`src/rtl/true_dual_port_ram_pkg.sv`:
```
// Shared defaults and rw mode encodings for the true dual-port RAM.
package true_dual_port_ram_pkg;

  localparam int LENGTH_DEF   = 8;
  localparam int LOCATION_DEF = 16;

  localparam logic RW_READ  = 1'b0;
  localparam logic RW_WRITE = 1'b1;

  // Address width for a given depth; a single-word RAM still gets one address bit.
  function automatic int addr_width(input int depth);
    return (depth > 1) ? $clog2(depth) : 1;
  endfunction

endpackage

```
`src/rtl/true_dual_port_ram_if.sv`:
```
// Port bundle for true_dual_port_ram: two independent read/write ports A and B.
interface true_dual_port_ram_if
  import true_dual_port_ram_pkg::*;
#(
  parameter int length   = LENGTH_DEF,
  parameter int location = LOCATION_DEF
);

  localparam int AW = addr_width(location);

  // No handshake: each port acts on every rising clk edge according to its rw bit.
  logic              a_rw;
  logic              b_rw;
  logic [AW-1:0]     a_w_addr;
  logic [AW-1:0]     b_w_addr;
  logic [AW-1:0]     a_r_addr;
  logic [AW-1:0]     b_r_addr;
  logic [length-1:0] a_indata;
  logic [length-1:0] b_indata;
  logic [length-1:0] a_outdata;
  logic [length-1:0] b_outdata;

  modport master (
    output a_rw, b_rw, a_w_addr, b_w_addr, a_r_addr, b_r_addr, a_indata, b_indata,
    input  a_outdata, b_outdata
  );

  modport slave (
    input  a_rw, b_rw, a_w_addr, b_w_addr, a_r_addr, b_r_addr, a_indata, b_indata,
    output a_outdata, b_outdata
  );

endinterface

```
`src/rtl/tdpram_read_port.sv`:
```
// One port's registered read path; with TDPRAM_BYPASS_EN defined the other
// port's same-cycle write data is forwarded on an address match.
module tdpram_read_port #(
  parameter int length = 8
) (
  input  logic              clk,
  input  logic              rst,
  input  logic              rd_en,
  input  logic [length-1:0] rd_word,
  input  logic              byp_hit,
  input  logic [length-1:0] byp_data,
  output logic [length-1:0] outdata
);

  logic [length-1:0] next_word;

`ifdef TDPRAM_BYPASS_EN
  always_comb begin
    next_word = rd_word;
    if (byp_hit) next_word = byp_data;
  end
`else
  logic unused_byp;
  assign unused_byp = ^{byp_hit, byp_data};

  always_comb begin
    next_word = rd_word;
  end
`endif

  // Output holds whenever the port is writing.
  always_ff @(posedge clk or posedge rst) begin
    if (rst) begin
      outdata <= '0;
    end else if (rd_en) begin
      outdata <= next_word;
    end
  end

endmodule

```
`src/rtl/true_dual_port_ram.sv`:
```
// True dual-port RAM, single clock, read-first across ports by default;
// define TDPRAM_BYPASS_EN for write-first forwarding between ports.
module true_dual_port_ram
  import true_dual_port_ram_pkg::*;
#(
  parameter int length   = LENGTH_DEF,
  parameter int location = LOCATION_DEF
) (
  input  logic                 clk,
  input  logic                 rst,
  true_dual_port_ram_if.slave  bus
);

  localparam int AW = addr_width(location);

  logic [length-1:0] mem [location];

  logic a_w_ok, b_w_ok, a_r_ok, b_r_ok;
  logic a_we, b_we;
  logic [length-1:0] a_rd_word, b_rd_word;

  // Range checks only matter when location is not a power of two.
  generate
    if (location == (1 << AW)) begin : g_full_range
      assign a_w_ok = 1'b1;
      assign b_w_ok = 1'b1;
      assign a_r_ok = 1'b1;
      assign b_r_ok = 1'b1;
    end else begin : g_partial_range
      assign a_w_ok = int'(bus.a_w_addr) < location;
      assign b_w_ok = int'(bus.b_w_addr) < location;
      assign a_r_ok = int'(bus.a_r_addr) < location;
      assign b_r_ok = int'(bus.b_r_addr) < location;
    end
  endgenerate

  // Port A wins a same-address write collision; B's write is suppressed.
  assign a_we = (bus.a_rw == RW_WRITE) && a_w_ok;
  assign b_we = (bus.b_rw == RW_WRITE) && b_w_ok &&
                !(a_we && (bus.a_w_addr == bus.b_w_addr));

  assign a_rd_word = a_r_ok ? mem[bus.a_r_addr] : '0;
  assign b_rd_word = b_r_ok ? mem[bus.b_r_addr] : '0;

  always_ff @(posedge clk or posedge rst) begin
    if (rst) begin
      for (int i = 0; i < location; i++) mem[i] <= '0;
    end else begin
      if (a_we) mem[bus.a_w_addr] <= bus.a_indata;
      if (b_we) mem[bus.b_w_addr] <= bus.b_indata;
    end
  end

  tdpram_read_port #(.length(length)) u_port_a (
    .clk      (clk),
    .rst      (rst),
    .rd_en    (bus.a_rw == RW_READ),
    .rd_word  (a_rd_word),
    .byp_hit  (b_we && (bus.b_w_addr == bus.a_r_addr) && a_r_ok),
    .byp_data (bus.b_indata),
    .outdata  (bus.a_outdata)
  );

  tdpram_read_port #(.length(length)) u_port_b (
    .clk      (clk),
    .rst      (rst),
    .rd_en    (bus.b_rw == RW_READ),
    .rd_word  (b_rd_word),
    .byp_hit  (a_we && (bus.a_w_addr == bus.b_r_addr) && b_r_ok),
    .byp_data (bus.a_indata),
    .outdata  (bus.b_outdata)
  );

endmodule

```
`src/flat_wrapper.sv`:
```
// flat-port wrapper written by rule: the top's interface ports become plain ports
module true_dual_port_ram_flat import true_dual_port_ram_pkg::*;
#(
  parameter int length   = LENGTH_DEF,
  parameter int location = LOCATION_DEF
)
  (clk, rst, bus_a_rw, bus_b_rw, bus_a_w_addr, bus_b_w_addr, bus_a_r_addr, bus_b_r_addr, bus_a_indata, bus_b_indata, bus_a_outdata, bus_b_outdata);
  true_dual_port_ram_if #(.length(length), .location(location)) bus_i ();
  input  logic clk;
  input  logic rst;
  input wire logic [$bits(bus_i.a_rw)-1:0] bus_a_rw;
  input wire logic [$bits(bus_i.b_rw)-1:0] bus_b_rw;
  input wire logic [$bits(bus_i.a_w_addr)-1:0] bus_a_w_addr;
  input wire logic [$bits(bus_i.b_w_addr)-1:0] bus_b_w_addr;
  input wire logic [$bits(bus_i.a_r_addr)-1:0] bus_a_r_addr;
  input wire logic [$bits(bus_i.b_r_addr)-1:0] bus_b_r_addr;
  input wire logic [$bits(bus_i.a_indata)-1:0] bus_a_indata;
  input wire logic [$bits(bus_i.b_indata)-1:0] bus_b_indata;
  output wire logic [$bits(bus_i.a_outdata)-1:0] bus_a_outdata;
  output wire logic [$bits(bus_i.b_outdata)-1:0] bus_b_outdata;
  assign bus_i.a_rw = bus_a_rw;
  assign bus_i.b_rw = bus_b_rw;
  assign bus_i.a_w_addr = bus_a_w_addr;
  assign bus_i.b_w_addr = bus_b_w_addr;
  assign bus_i.a_r_addr = bus_a_r_addr;
  assign bus_i.b_r_addr = bus_b_r_addr;
  assign bus_i.a_indata = bus_a_indata;
  assign bus_i.b_indata = bus_b_indata;
  assign bus_a_outdata = bus_i.a_outdata;
  assign bus_b_outdata = bus_i.b_outdata;
  true_dual_port_ram #(.length(length), .location(location)) u_core (.clk(clk), .rst(rst), .bus(bus_i));
endmodule
```
`config.mk`:
```
export PLATFORM = sky130hd
export DESIGN_NAME = true_dual_port_ram_flat
export DESIGN_NICKNAME = d
export VERILOG_FILES = /design/src/rtl/true_dual_port_ram_pkg.sv /design/src/rtl/true_dual_port_ram_if.sv /design/src/rtl/tdpram_read_port.sv /design/src/rtl/true_dual_port_ram.sv /design/src/flat_wrapper.sv
export SDC_FILE = /design/constraint.sdc
export NUM_CORES = 1
export LEC_CHECK = 0
export ABC_AREA = 1
export BUFFER_PORTS_ARGS = -buffer_cell sky130_fd_sc_hd__clkbuf_2
export CORE_MARGIN = 5
export CORE_UTILIZATION = 47
export CTS_BUF_LIST = sky130_fd_sc_hd__clkbuf_4
export DETAILED_ROUTE_END_ITERATION = 8
export GPL_ROUTABILITY_DRIVEN = 0
export SYNTH_ARGS = -nofsm -noshare
export SYNTH_HDL_FRONTEND = slang
export SYNTH_HIERARCHICAL = 1
export SYNTH_SLANG_ARGS = --single-unit
export TNS_END_PERCENT = 20
```
`constraint.sdc`:
```
create_clock -name clk -period 8.7 [get_ports clk]
set_input_delay 1.305 -clock clk [delete_from_list [all_inputs] [get_ports clk]]
set_output_delay 1.305 -clock clk [all_outputs]
set_load 0.05 [all_outputs]
```
# Word-level counts from Yosys, hierarchy flattened
# Index checks and enable logic that the tools add are counted.
[word_totals]
reg_bits = 144
input_bits = 36
output_inout_bits = 16
wordCells = 48
[classes]
n_lt_le_gt_ge = 6
eq_ne = 1
muxes = 14
n_bitwise = 4
reduce_logical = 5
[ops]
columns = ["cell", "n"]
rows = [
  ["bitwise mux 128 bit", 2],
  ["2-to-1 mux 128 bit", 2],
  ["binary-select mux 8 bit (select 4 bit)", 2],
  ["demux 8 bit (select 4 bit)", 2],
  ["2-to-1 mux 8 bit", 6],
  ["greater-or-equal comparator 5 bit (second input constant)", 4],
  ["NOT 4 -> 5 bit", 4],
  ["< comparator 5 x 1 -> 1 bit (second input constant)", 2],
  ["equality test 4 bit", 1],
  ["logical AND 1 bit", 4],
  ["zero test 1 bit", 1],
]

# Depth between registers and ports, before layout
# Gate-level depths: netlist of run 1.
[logic_depth]
ltp_word = 9
depth_mapped = 11
mapped_depth_nobuf = 10

# Cells and area by module
# The synthesis of run 1 kept the hierarchy.
[by_module_without_submodules]
columns = ["mod", "instances", "cells_per_inst", "area_per_inst_um2", "seq_area_each_um2"]
rows = [
  ["true_dual_port_ram", 1, 1601, 9689.3, 3203.1],
  ["tdpram_read_port", 2, 35, 309.0, 200.2],
]

# Least setup slack after synthesis of run 1
# No wires, ideal clock.
[synth_timing]
path_kind = "in2reg"
startpoint = "in bus_b_r_addr[0]"
endpoint = "reg u_core.u_port_b.outdata[4]"
setup_ns = 0.119
arrival_ns = 2.534
t_required_ns = 8.581
path_slack_ns = 6.047
path_stages = 10
n_path_buf = 3
cell_sequence = "clkbuf_1 > clkbuf_1 > buf_1 > nand2_1 > o211ai_1 > nand3_1 > nand3_1 > nand2_1 > nand2_1 > nand2_1"
[synth_via]
elab_chain_len = 4
[synth_lines]
columns = ["element", "line_no", "text"]
rows = [
  ["from (decl)", "flat_wrapper.sv:16", "input wire logic [$bits(bus_i.b_r_addr)-1:0] bus_b_r_addr;"],
  ["NOT 4 -> 5 bit (implied by the code)", "true_dual_port_ram.sv:43", "assign b_rd_word = b_r_ok ? mem[bus.b_r_addr] : '0;"],
  ["binary-select mux 8 bit (select 4 bit)", "true_dual_port_ram.sv:43", ""],
  ["2-to-1 mux 8 bit (implied by the code) (2 in series)", "true_dual_port_ram.sv:43", ""],
  ["via u_core.b_rd_word[4]", "true_dual_port_ram.sv:20", "logic [length-1:0] a_rd_word, b_rd_word;"],
  ["to (signal assigned)", "tdpram_read_port.sv:36", "outdata <= next_word;"],
  ["to (decl)", "tdpram_read_port.sv:12", "output logic [length-1:0] outdata"],
]
# The timed path passes the listed nets, and every way through them passes these cells. The select of a mux whose other input is x is not followed.
# A chain may end at the register's enable or synchronous reset.

# Worst setup path after layout of run 1
[layout_timing]
startpoint = "in bus_a_rw"
endpoint = "reg u_core/mem[27] (netlist name)"
[layout_via]
elab_chain_len = 4
elab_cells_between_ends = 6
cone_classes = "mux: 3; reduce/logical: 3"
[layout_lines]
columns = ["element", "line_no", "text"]
rows = [
  ["from (decl)", "flat_wrapper.sv:11", "input wire logic [$bits(bus_i.a_rw)-1:0] bus_a_rw;"],
  ["logical AND 1 bit", "true_dual_port_ram.sv:40", "!(a_we && (bus.a_w_addr == bus.b_w_addr));"],
  ["zero test 1 bit", "true_dual_port_ram.sv:40", ""],
  ["logical AND 1 bit", "true_dual_port_ram.sv:39", "assign b_we = (bus.b_rw == RW_WRITE) && b_w_ok &&"],
  ["2-to-1 mux 128 bit (*)", "true_dual_port_ram.sv:50", "if (b_we) mem[bus.b_w_addr] <= bus.b_indata;"],
  ["to (signal, indexed assignment)", "true_dual_port_ram.sv:49", "if (a_we) mem[bus.a_w_addr] <= bus.a_indata;"],
  ["to (signal, indexed assignment)", "true_dual_port_ram.sv:50", ""],
  ["to (decl)", "true_dual_port_ram.sv:16", "logic [length-1:0] mem [location];"],
]
# Every way passes the cells marked *; elsewhere a longest branch is shown, timed or not.

==> results of run 1 <==
[worst max-delay path: cells and delay by family]
family / cells / cell delay (ps)
buffers and inverters: 1 / 300
AO/OA/AOI/OAI: 1 / 120
AND/OR/NAND/NOR: 5 / 2020
[state kept, by name, summed over array words and instances (netlist names)]
register,cells
u_core/u_port_b/outdata,8
u_core/u_port_a/outdata,8
u_core/mem,128
[power by group through the flow]
stage | Combinational [uW] | Clock [uW] | Sequential [uW]
6_report | 698 | 541 | 935
5_1_grt | 789 | 571 | 947
4_1_cts | 684 | 546 | 931
3_5_place_dp | 682 | 0 | 943
3_3_place_gp | 673 | 0 | 942
2_1_floorplan | 467 | 0 | 934
[per-stage QoR]
stage | hold WS (ps) | power, uW | util | setup slack (ps)
floorplan | 543 | 1400 | - | 3980
global placement | 466 | 1620 | 0.482 | 4940
detailed placement | 463 | 1620 | 0.482 | 4860
CTS | 494 | 2160 | 0.498 | 5480
global route | 528 | 2310 | 0.498 | 5210
finish | 489 | 2170 | 0.498 | 5420
[worst paths after layout]
kind / depth (start not counted) / start / slack, ps / end
max in group asynchronous: 3 / rst / 6380 / u_core/mem[92]
min reg2reg: 2 / u_core/u_port_a/outdata[1] / 490 / u_core/u_port_a/outdata[1]
min in group asynchronous: 2 / rst / 690 / u_core/u_port_a/outdata[7]
min: 2 / u_core/u_port_a/outdata[1] / 490 / u_core/u_port_a/outdata[1]
max: 7 / bus_a_rw / 5420 / u_core/mem[27]
max reg2reg: 8 / u_core/mem[75] / 7220 / u_core/u_port_a/outdata[3]
[layer usage]
layer	wire [um]	share of wire
met3	3780	0.093
met1	16500	0.40
met2	18300	0.45
met5	0	0
met4	2300	0.056
[cell type report]
class,count,share of cell area
Tap cell,280,0.0325
Inverter,103,0.0361
Clock buffer,18,0.0125
Timing Repair Buffer,61,0.0311
Clock inverter,13,0.0195
Antenna cell,1,0.000232
Multi-Input combinational cell,1288,0.533
Sequential cell,144,0.335
==> results.json, run 1 <==
{
  "ctsHoldBuffers": 0,
  "critical_path_arrival_ps": 3810,
  "post_drt_wl_per_cell_um": 21.4,
  "layout_min_cycle_time_ps": 3280,
  "crit_chain": "clkbuf_2, o21ai_1, nor2_1, nand2_4, nand2_1, nand2_1, nand2_1",
  "grt_antenna_before_repair": 1,
  "run_status": "completed",
  "p_int_uw": 1290,
  "clk_latency_ps": 570,
  "post_cts_resized": 0,
  "ir_worst_vdd_mv": 0.101,
  "clk_pin_slew_ps": 150,
  "num_rows": 54,
  "core_um2": 21600,
  "use_met1": 0.447,
  "power.density_nw_per_um2": 202,
  "grt_pass1_wl_um": 61900,
  "rsz0062_at_grt": "no",
  "slew-limit-headroom": 0.169,
  "dr.pass1.iters": 6,
  "finalHoldViolCount": 0,
  "die_area_um2": 24800,
  "path_class": "primary input to flip-flop",
  "skew_ps": 24.4,
  "min_period_over_period": 0.377,
  "register_area_um2": 3600,
  "grt_usage": 0.330,
  "crit_path_max_incr_delay_ps": 1050,
  "fin_tns_setup_ps": 0,
  "grt_max_degree": 108,
  "postRouteAntennaNets": 0,
  "crit_top_cell": "nand2_1",
  "final_cell_mix": "nand2_1 (736), o21ai_0 (179), dfrtp_1 (144)",
  "clockBufferDepth": 2,
  "start_util": 0.473,
  "seq_power_share": 0.430,
  "cts.htree.levels": 4,
  "synth_area_per_cell_um2": 6.16,
  "cp_data_required_time_ps": 9220,
  "postLayoutCellArea_um2": 10800,
  "cp-start-kind": "primary input",
  "clkSinkCount": 144,
  "die_y_um": 157,
  "syn_to_final_growth_pct": 5.36,
  "die_width_um": 157,
  "drc": 0,
  "globalRouteMet2Util": 0.505,
  "p_switching_uw": 888,
  "final_common_cell": "nand2_1",
  "dp.final_hpwl_um": 27100,
  "combPwrFrac": 0.321,
  "wl_um": 40800,
  "cts_tree": "done",
  "crit_fanout": 52,
  "cp-end-kind": "flip-flop",
  "post_cts_buffers": 0,
  "ys_warn_count": 6,
  "ios": 52,
  "cts_root_buf": "clkbuf_4",
  "layout-drive-gt1-share": 0.0639,
  "layout.cells.non_filler": 1908,
  "p_leak_uw": 0.00555,
  "detail_route.vias_per_cell": 5.94,
  "crit_slowest_cell": "nand2_1",
  "drt_iter0_drc": 1554,
  "fill_cells": 2302,
  "syn_inst": 1658,
  "swShare": 0.408,
  "top_usage_layer": "met2",
  "met3_usage": 0.0660,
  "multi_input_area_um2": 5740,
  "place_inst": 1876,
  "grt_overflow_total": 0,
  "worstMarginPinSlew_ps": 1240,
  "post_dp_cell_area_um2": 10400,
  "port_buffers": 51,
  "hold_class": "flip-flop to flip-flop",
  "numCtsBuffers": 17,
  "final_nets": 1651,
  "vias": 11340,
  "power_frac_clock": 0.249,
  "cap_violations": 0,
  "first_global_vias": 10269,
  "drv_slew": 0,
  "fmax_ghz": 0.304,
  "setup_violations": 0,
  "synth_area_um2": 10200,
  "synth_nets": 1694
}
Note: power is estimated with default switching activity, not from simulation.
==> run 2, diff against run 1 <==
--- a/config.mk
+++ b/config.mk
@@ -5,13 +5,14 @@
 export SDC_FILE = /design/constraint.sdc
 export NUM_CORES = 1
 export LEC_CHECK = 0
-export ABC_AREA = 1
+export ABC_AREA = 0
 export BUFFER_PORTS_ARGS = -buffer_cell sky130_fd_sc_hd__clkbuf_2
 export CORE_MARGIN = 5
 export CORE_UTILIZATION = 47
 export CTS_BUF_LIST = sky130_fd_sc_hd__clkbuf_4
 export DETAILED_ROUTE_END_ITERATION = 8
 export GPL_ROUTABILITY_DRIVEN = 0
+export PLACE_DENSITY = 0.66
 export SYNTH_ARGS = -nofsm -noshare
 export SYNTH_HDL_FRONTEND = slang
 export SYNTH_HIERARCHICAL = 1
==> constraint.sdc (replaced) <==
create_clock -name clk -period 2.8 [get_ports clk]
set_input_delay 0.42 -clock clk [delete_from_list [all_inputs] [get_ports clk]]
set_output_delay 0.42 -clock clk [all_outputs]
set_load 0.05 [all_outputs]
==> results.json, run 2 <==
{
  "clk_latency_ps": 560,
  "crit_buf_inv": 1,
  "layout-drive-gt1-share": 0.654,
  "final_util": 0.523,
  "crit_path_max_incr_delay_ps": 840,
  "numCtsBuffers": 17,
  "ir_worst_vdd_mv": 0.423,
  "dp.final_hpwl_um": 17800,
  "clockBufferDepth": 2,
  "fill_cells": 1649,
  "dp_slack_ps": 346,
  "clk_pin_slew_ps": 130,
  "cts_tree": "done",
  "syn_to_final_growth_pct": 9.60,
  "reg2reg_slack_ps": 1030,
  "core_um2": 19500,
  "grt_max_degree": 64,
  "worstMarginPinSlew_ps": 1050,
  "cp-end-kind": "flip-flop",
  "finalHoldViolCount": 0,
  "critical_path_arrival_ps": 2340,
  "rr_worst_depth": 4,
  "syn_inst": 649,
  "die_y_um": 151,
  "vias": 6125,
  "synth_area_um2": 9290,
  "port_buffers": 51,
  "critical_path.top_delay_family": "simple AND/OR/NAND/NOR gates",
  "final_cell_mix": "mux2_2 (248), dfrtp_1 (144), mux4_2 (64)",
  "first_global_vias": 6483,
  "fmax_ghz": 0.528,
  "cp_data_required_time_ps": 3240,
  "setup_slack_ps": 906,
  "detail_route.vias_per_cell": 6.26,
  "setup_violations": 0,
  "multi_input_area_um2": 5390,
  "min_period_over_period": 0.676,
  "power.density_nw_per_um2": 672,
  "grt_antenna_before_repair": 1,
  "drt_iter0_drc": 594,
  "synth_nets": 685,
  "reg.largest.list": "u_core/mem x128, u_core/u_port_a/outdata x8, u_core/u_port_b/outdata x8",
  "cts.htree.levels": 4,
  "rsz0062_at_grt": "no",
  "die_width_um": 151,
  "drc": 0,
  "start_util": 0.477,
  "grt_overflow_total": 0,
  "p_leak_uw": 0.00416,
  "cts_root_buf": "clkbuf_4",
  "hold_end": "u_core/mem[44]",
  "skew_ps": 14.7,
  "final_nets": 736,
  "ios": 52,
  "register_area_um2": 3600,
  "synth_area_per_cell_um2": 14.3,
  "rr_endpoint": "u_core/u_port_a/outdata[2]",
  "num_rows": 51,
  "crit_chain": "clkbuf_2, xor2_2, nor4_4, nor3_2, mux2_2",
  "dr.pass1.iters": 5,
  "ys_warn_count": 6,
  "path_class": "primary input to flip-flop",
  "crit_slowest_cell": "nor3_2",
  "timing.critical_path.from": "bus_a_w_addr[0]",
  "largest_register_ffs": 128,
  "post_drt_wl_per_cell_um": 26.7,
  "cp-start-kind": "primary input",
  "hold_class": "primary input to flip-flop",
  "clkSinkCount": 144,
  "r2r-start": "u_core/mem[98]",
  "grt_usage": 0.236,
  "largest_register": "u_core/mem",
  "grt_pass1_wl_um": 39200,
  "slew-limit-headroom": 0.299,
  "postRouteAntennaNets": 0,
  "layout_min_cycle_time_ps": 1890,
  "min_from": "bus_b_indata[4]",
  "wl_um": 26100,
  "run_status": "completed",
  "die_area_um2": 22700,
  "crit_fanout": 11,
  "post_cts_buffers": 0,
  "cap_violations": 0,
  "hold_depth": 2,
  "drv_slew": 0,
  "final_common_cell": "mux2_2",
  "fin_tns_setup_ps": 0
}
==> run 2: cell types whose count changed in the layout (fill, tap and decap cells not counted), sizes merged, moves of 64 or more <==
| cell | previous run | this run |
|---|---|---|
| nand2 | 737 | 20 |
| mux4 | 0 | 64 |
| inv | 105 | 4 |
| nand3 | 114 | 2 |
| nand4 | 104 | 0 |
| a21oi | 74 | 0 |
| o21ai | 187 | 0 |
| mux2 | 0 | 272 |
==> run 2: what timing repair did <==
item                      in CTS  in global routing
gates resized for setup        0                  0
hold endpoints to repair      39                  0
hold buffers                   1                  0
==> run 2: worst max-delay path by stage <==
| stage | end | depth (start not counted) | slack (ps) |
|---|---|---|---|
| after floorplan | u_core/mem[56] | 6 | 610 |
| after global placement | u_core/mem[13] | 5 | 390 |
| after detailed placement | u_core/mem[10] | 5 | 350 |
| after CTS | u_core/mem[10] | 5 | 960 |
| after global routing | u_core/mem[28] | 5 | 930 |
| final | u_core/mem[10] | 5 | 910 |
==> run 2: final cells by class <==
class / count / area share
multi-input cells: 446 / 0.529
diodes: 2 / 0.000491
inverters: 5 / 0.00221
flip-flops and latches: 144 / 0.354
repair buffers: 86 / 0.0560
well taps: 265 / 0.0326
clock buffers: 19 / 0.0140
clock inverters: 12 / 0.0118
==> run 2: report_power, final <==
part	switching (uW)	leakage, uW	total [uW]	internal, uW
combinational	1030	0.00229	2460	1430
clock	768	0.000135	1300	532
sequential	432	0.00173	3090	2650
==> run 2: worst reg2reg max path, delay by kind of cell (launching register included) <==
kind            cells  cell delay, ps
compound gates      1             370
flops               1             430
simple gates        1             130
mux                 2             750
==> run 2: per-stage QoR <==
| step | hold WS (ps) | total power, uW | area, um^2 | std cells |
|---|---|---|---|---|
| after floorplan | 236 | 4970 | 9300 | 649 |
| after global placement | 462 | 5440 | 9910 | 945 |
| after detailed placement | 479 | 5580 | 9910 | 945 |
| after CTS | 307 | 6870 | 10200 | 977 |
| after global routing | 320 | 7190 | 10200 | 979 |
| final | 331 | 6850 | 10200 | 979 |
==> run 2: per-layer routing <==
layer	up-vias	share of wire	GRT usage
met5	-	0	0
li1	2598	-	-
met2	268	0.48	0.381
met4	0	0.030	0.0752
met1	3204	0.42	0.320
met3	55	0.071	0.0518
==> run 3, diff against run 2 <==
--- a/config.mk
+++ b/config.mk
@@ -5,14 +5,13 @@
 export SDC_FILE = /design/constraint.sdc
 export NUM_CORES = 1
 export LEC_CHECK = 0
-export ABC_AREA = 0
+export ABC_AREA = 1
 export BUFFER_PORTS_ARGS = -buffer_cell sky130_fd_sc_hd__clkbuf_2
 export CORE_MARGIN = 5
 export CORE_UTILIZATION = 47
 export CTS_BUF_LIST = sky130_fd_sc_hd__clkbuf_4
 export DETAILED_ROUTE_END_ITERATION = 8
 export GPL_ROUTABILITY_DRIVEN = 0
-export PLACE_DENSITY = 0.66
 export SYNTH_ARGS = -nofsm -noshare
 export SYNTH_HDL_FRONTEND = slang
 export SYNTH_HIERARCHICAL = 1
==> constraint.sdc (replaced) <==
create_clock -name clk -period 1.8 [get_ports clk]
set_input_delay 0.27 -clock clk [delete_from_list [all_inputs] [get_ports clk]]
set_output_delay 0.27 -clock clk [all_outputs]
set_load 0.05 [all_outputs]
==> results.json, run 3 (synthesis results as in run 1) <==
{
  "run_status": "completed",
  "critical_path_arrival_ps": 1250,
  "p_leak_uw": 0.00593,
  "rr_endpoint": "u_core/u_port_a/outdata[3]",
  "cp-end-kind": "output pin",
  "clk_latency_ps": 580,
  "cp-start-kind": "flip-flop",
  "largest_register_ffs": 128,
  "syn_to_final_growth_pct": 11.6,
  "worstMarginPinSlew_ps": 683,
  "cap_violations": 0,
  "power.density_nw_per_um2": 914,
  "rsz0062_at_grt": "no",
  "drt_iter0_drc": 1607,
  "post_cts_buffers": 0,
  "start_util": 0.473,
  "crit_path_max_incr_delay_ps": 390,
  "p_switching_uw": 4350,
  "path_class": "flip-flop to output pin",
  "min_period_over_period": 0.843,
  "slew-limit-headroom": 0.545,
  "vias": 11526,
  "ir_worst_vdd_mv": 0.457,
  "reg2reg_slack_ps": 430,
  "crit_slowest_cell": "dfrtp_1",
  "r2r-start": "u_core/mem[67]",
  "cp_data_required_time_ps": 1530,
  "largest_register": "u_core/mem",
  "setup_slack_ps": 282,
  "fin_tns_setup_ps": 0,
  "die_width_um": 157,
  "core_um2": 21600,
  "ios": 52,
  "fmax_ghz": 0.659,
  "final_nets": 1718,
  "drv_slew": 0,
  "final_cell_mix": "nand2_1 (736), o21ai_0 (179), dfrtp_1 (144)",
  "port_buffers": 51,
  "layout-drive-gt1-share": 0.101,
  "clkSinkCount": 144,
  "rr_worst_depth": 8,
  "dp_slack_ps": 19.4,
  "cts_root_buf": "clkbuf_4",
  "wl_um": 40500,
  "postRouteAntennaNets": 0,
  "swShare": 0.417,
  "skew_ps": 27.9,
  "detail_route.vias_per_cell": 5.83,
  "layout_min_cycle_time_ps": 1520,
  "grt_overflow_total": 0,
  "cts.htree.levels": 4,
  "combPwrFrac": 0.335,
  "cts_tree": "done",
  "timing.critical_path.from": "u_core/u_port_b/outdata[3]",
  "crit_buf_inv": 1,
  "critical_path.top_delay_family": "flip-flops",
  "numCtsBuffers": 17,
  "dr.pass1.iters": 7,
  "grt_antenna_before_repair": 1,
  "power_frac_clock": 0.237,
  "dp.final_hpwl_um": 27900,
  "reg.largest.list": "u_core/mem x128, u_core/u_port_a/outdata x8, u_core/u_port_b/outdata x8",
  "p_int_uw": 6090,
  "grt_max_degree": 102,
  "seq_power_share": 0.428,
  "clockBufferDepth": 2,
  "crit_cells": 1,
  "clk_pin_slew_ps": 160,
  "drc": 0,
  "final_common_cell": "nand2_1",
  "num_rows": 54,
  "hold_class": "primary input to flip-flop",
  "crit_chain": "clkbuf_2",
  "crit_fanout": 2,
  "setup_violations": 0,
  "finalHoldViolCount": 0,
  "cp-endpoint": "bus_b_outdata[3]",
  "post_drt_wl_per_cell_um": 20.5,
  "die_area_um2": 24800,
  "grt_pass1_wl_um": 61600,
  "grt_usage": 0.327,
  "die_y_um": 157,
  "first_global_vias": 10378
}
## run 3: cell types whose count changed in the layout (fill, tap and decap cells not counted), moves of 18 or more
cell,delta
mux2_2,-248
nand4_1,+104
mux2_4,-24
nand3_1,+112
mux4_2,-64
a22oi_1,-32
inv_1,+90
o21ai_0,+179
nand2_1,+716
o211ai_1,+39
buf_4,+35
a21oi_1,+73
nor2_1,+18
## run 3: area by class of cell
| type | count | area (um^2) |
|---|---|---|
| inverters | 103 | 390 |
| repair buffers | 128 | 1000 |
| diodes | 1 | 2.50 |
| clock inverters | 15 | 196 |
| well taps | 280 | 350 |
| fillers | 2305 | 10200 |
| clock buffers | 17 | 128 |
| multi-input cells | 1288 | 5740 |
| flip-flops and latches | 144 | 3600 |
## run 3: power groups by stage
| stage | Clock, uW | Combinational [uW] | Sequential (uW) |
|---|---|---|---|
| detailed placement | 0 | 3430 | 4520 |
| finish | 2470 | 3500 | 4460 |
| floorplan | 0 | 2260 | 4520 |
| global route | 2630 | 3920 | 4540 |
| global placement | 0 | 3380 | 4500 |
| CTS | 2500 | 3440 | 4460 |
## run 3: repair_timing
| item | in CTS | in global routing |
|---|---|---|
| hold endpoints to repair | 144 | 0 |
| hold buffers | 1 | 0 |
| gates resized for setup | 0 | 0 |
## run 3: routing by layer
layer,track usage,share of wire,up-vias
li1,-,-,5503
met1,0.436,0.41,5335
met2,0.533,0.46,565
met3,0.0555,0.081,123
met4,0.129,0.049,0
met5,0,0,-
## run 3: how the worst min path moves through the flow
stage / to / cells past startpoint / slack (ps) / startpoint
6_report: u_core/mem[4] / 5 / 140 / bus_a_indata[4]
5_1_grt: u_core/mem[12] / 5 / 110 / bus_a_indata[4]
4_1_cts: u_core/mem[12] / 5 / 100 / bus_a_indata[4]
3_5_place_dp: u_core/u_port_a/outdata[7] / 2 / 280 / rst
3_3_place_gp: u_core/u_port_a/outdata[7] / 2 / 270 / rst
2_1_floorplan: u_core/u_port_a/outdata[0] / 1 / 90 / rst
## run 3: metrics by stage
step | cells | utilization | instance area [um^2] | total power (uW) | hold slack (ps)
floorplan | 1658 | - | 10200 | 6780 | 85.7
global placement | 1942 | 0.512 | 11100 | 7880 | 269
finish | 1976 | 0.528 | 11400 | 10400 | 136
global route | 1976 | 0.528 | 11400 | 11100 | 107
detailed placement | 1942 | 0.512 | 11100 | 7950 | 279
CTS | 1975 | 0.528 | 11400 | 10400 | 96.4
## run 3: worst register-to-register path: stages, from the launching register on
cell and delay [ps]:
dfrtp_1 470, nand2_1 80, o21ai_0 80, nand2_1 80
nand3_1 130, nand3_1 190, nand2_1 120, nand2_1 90
nand2_1 60
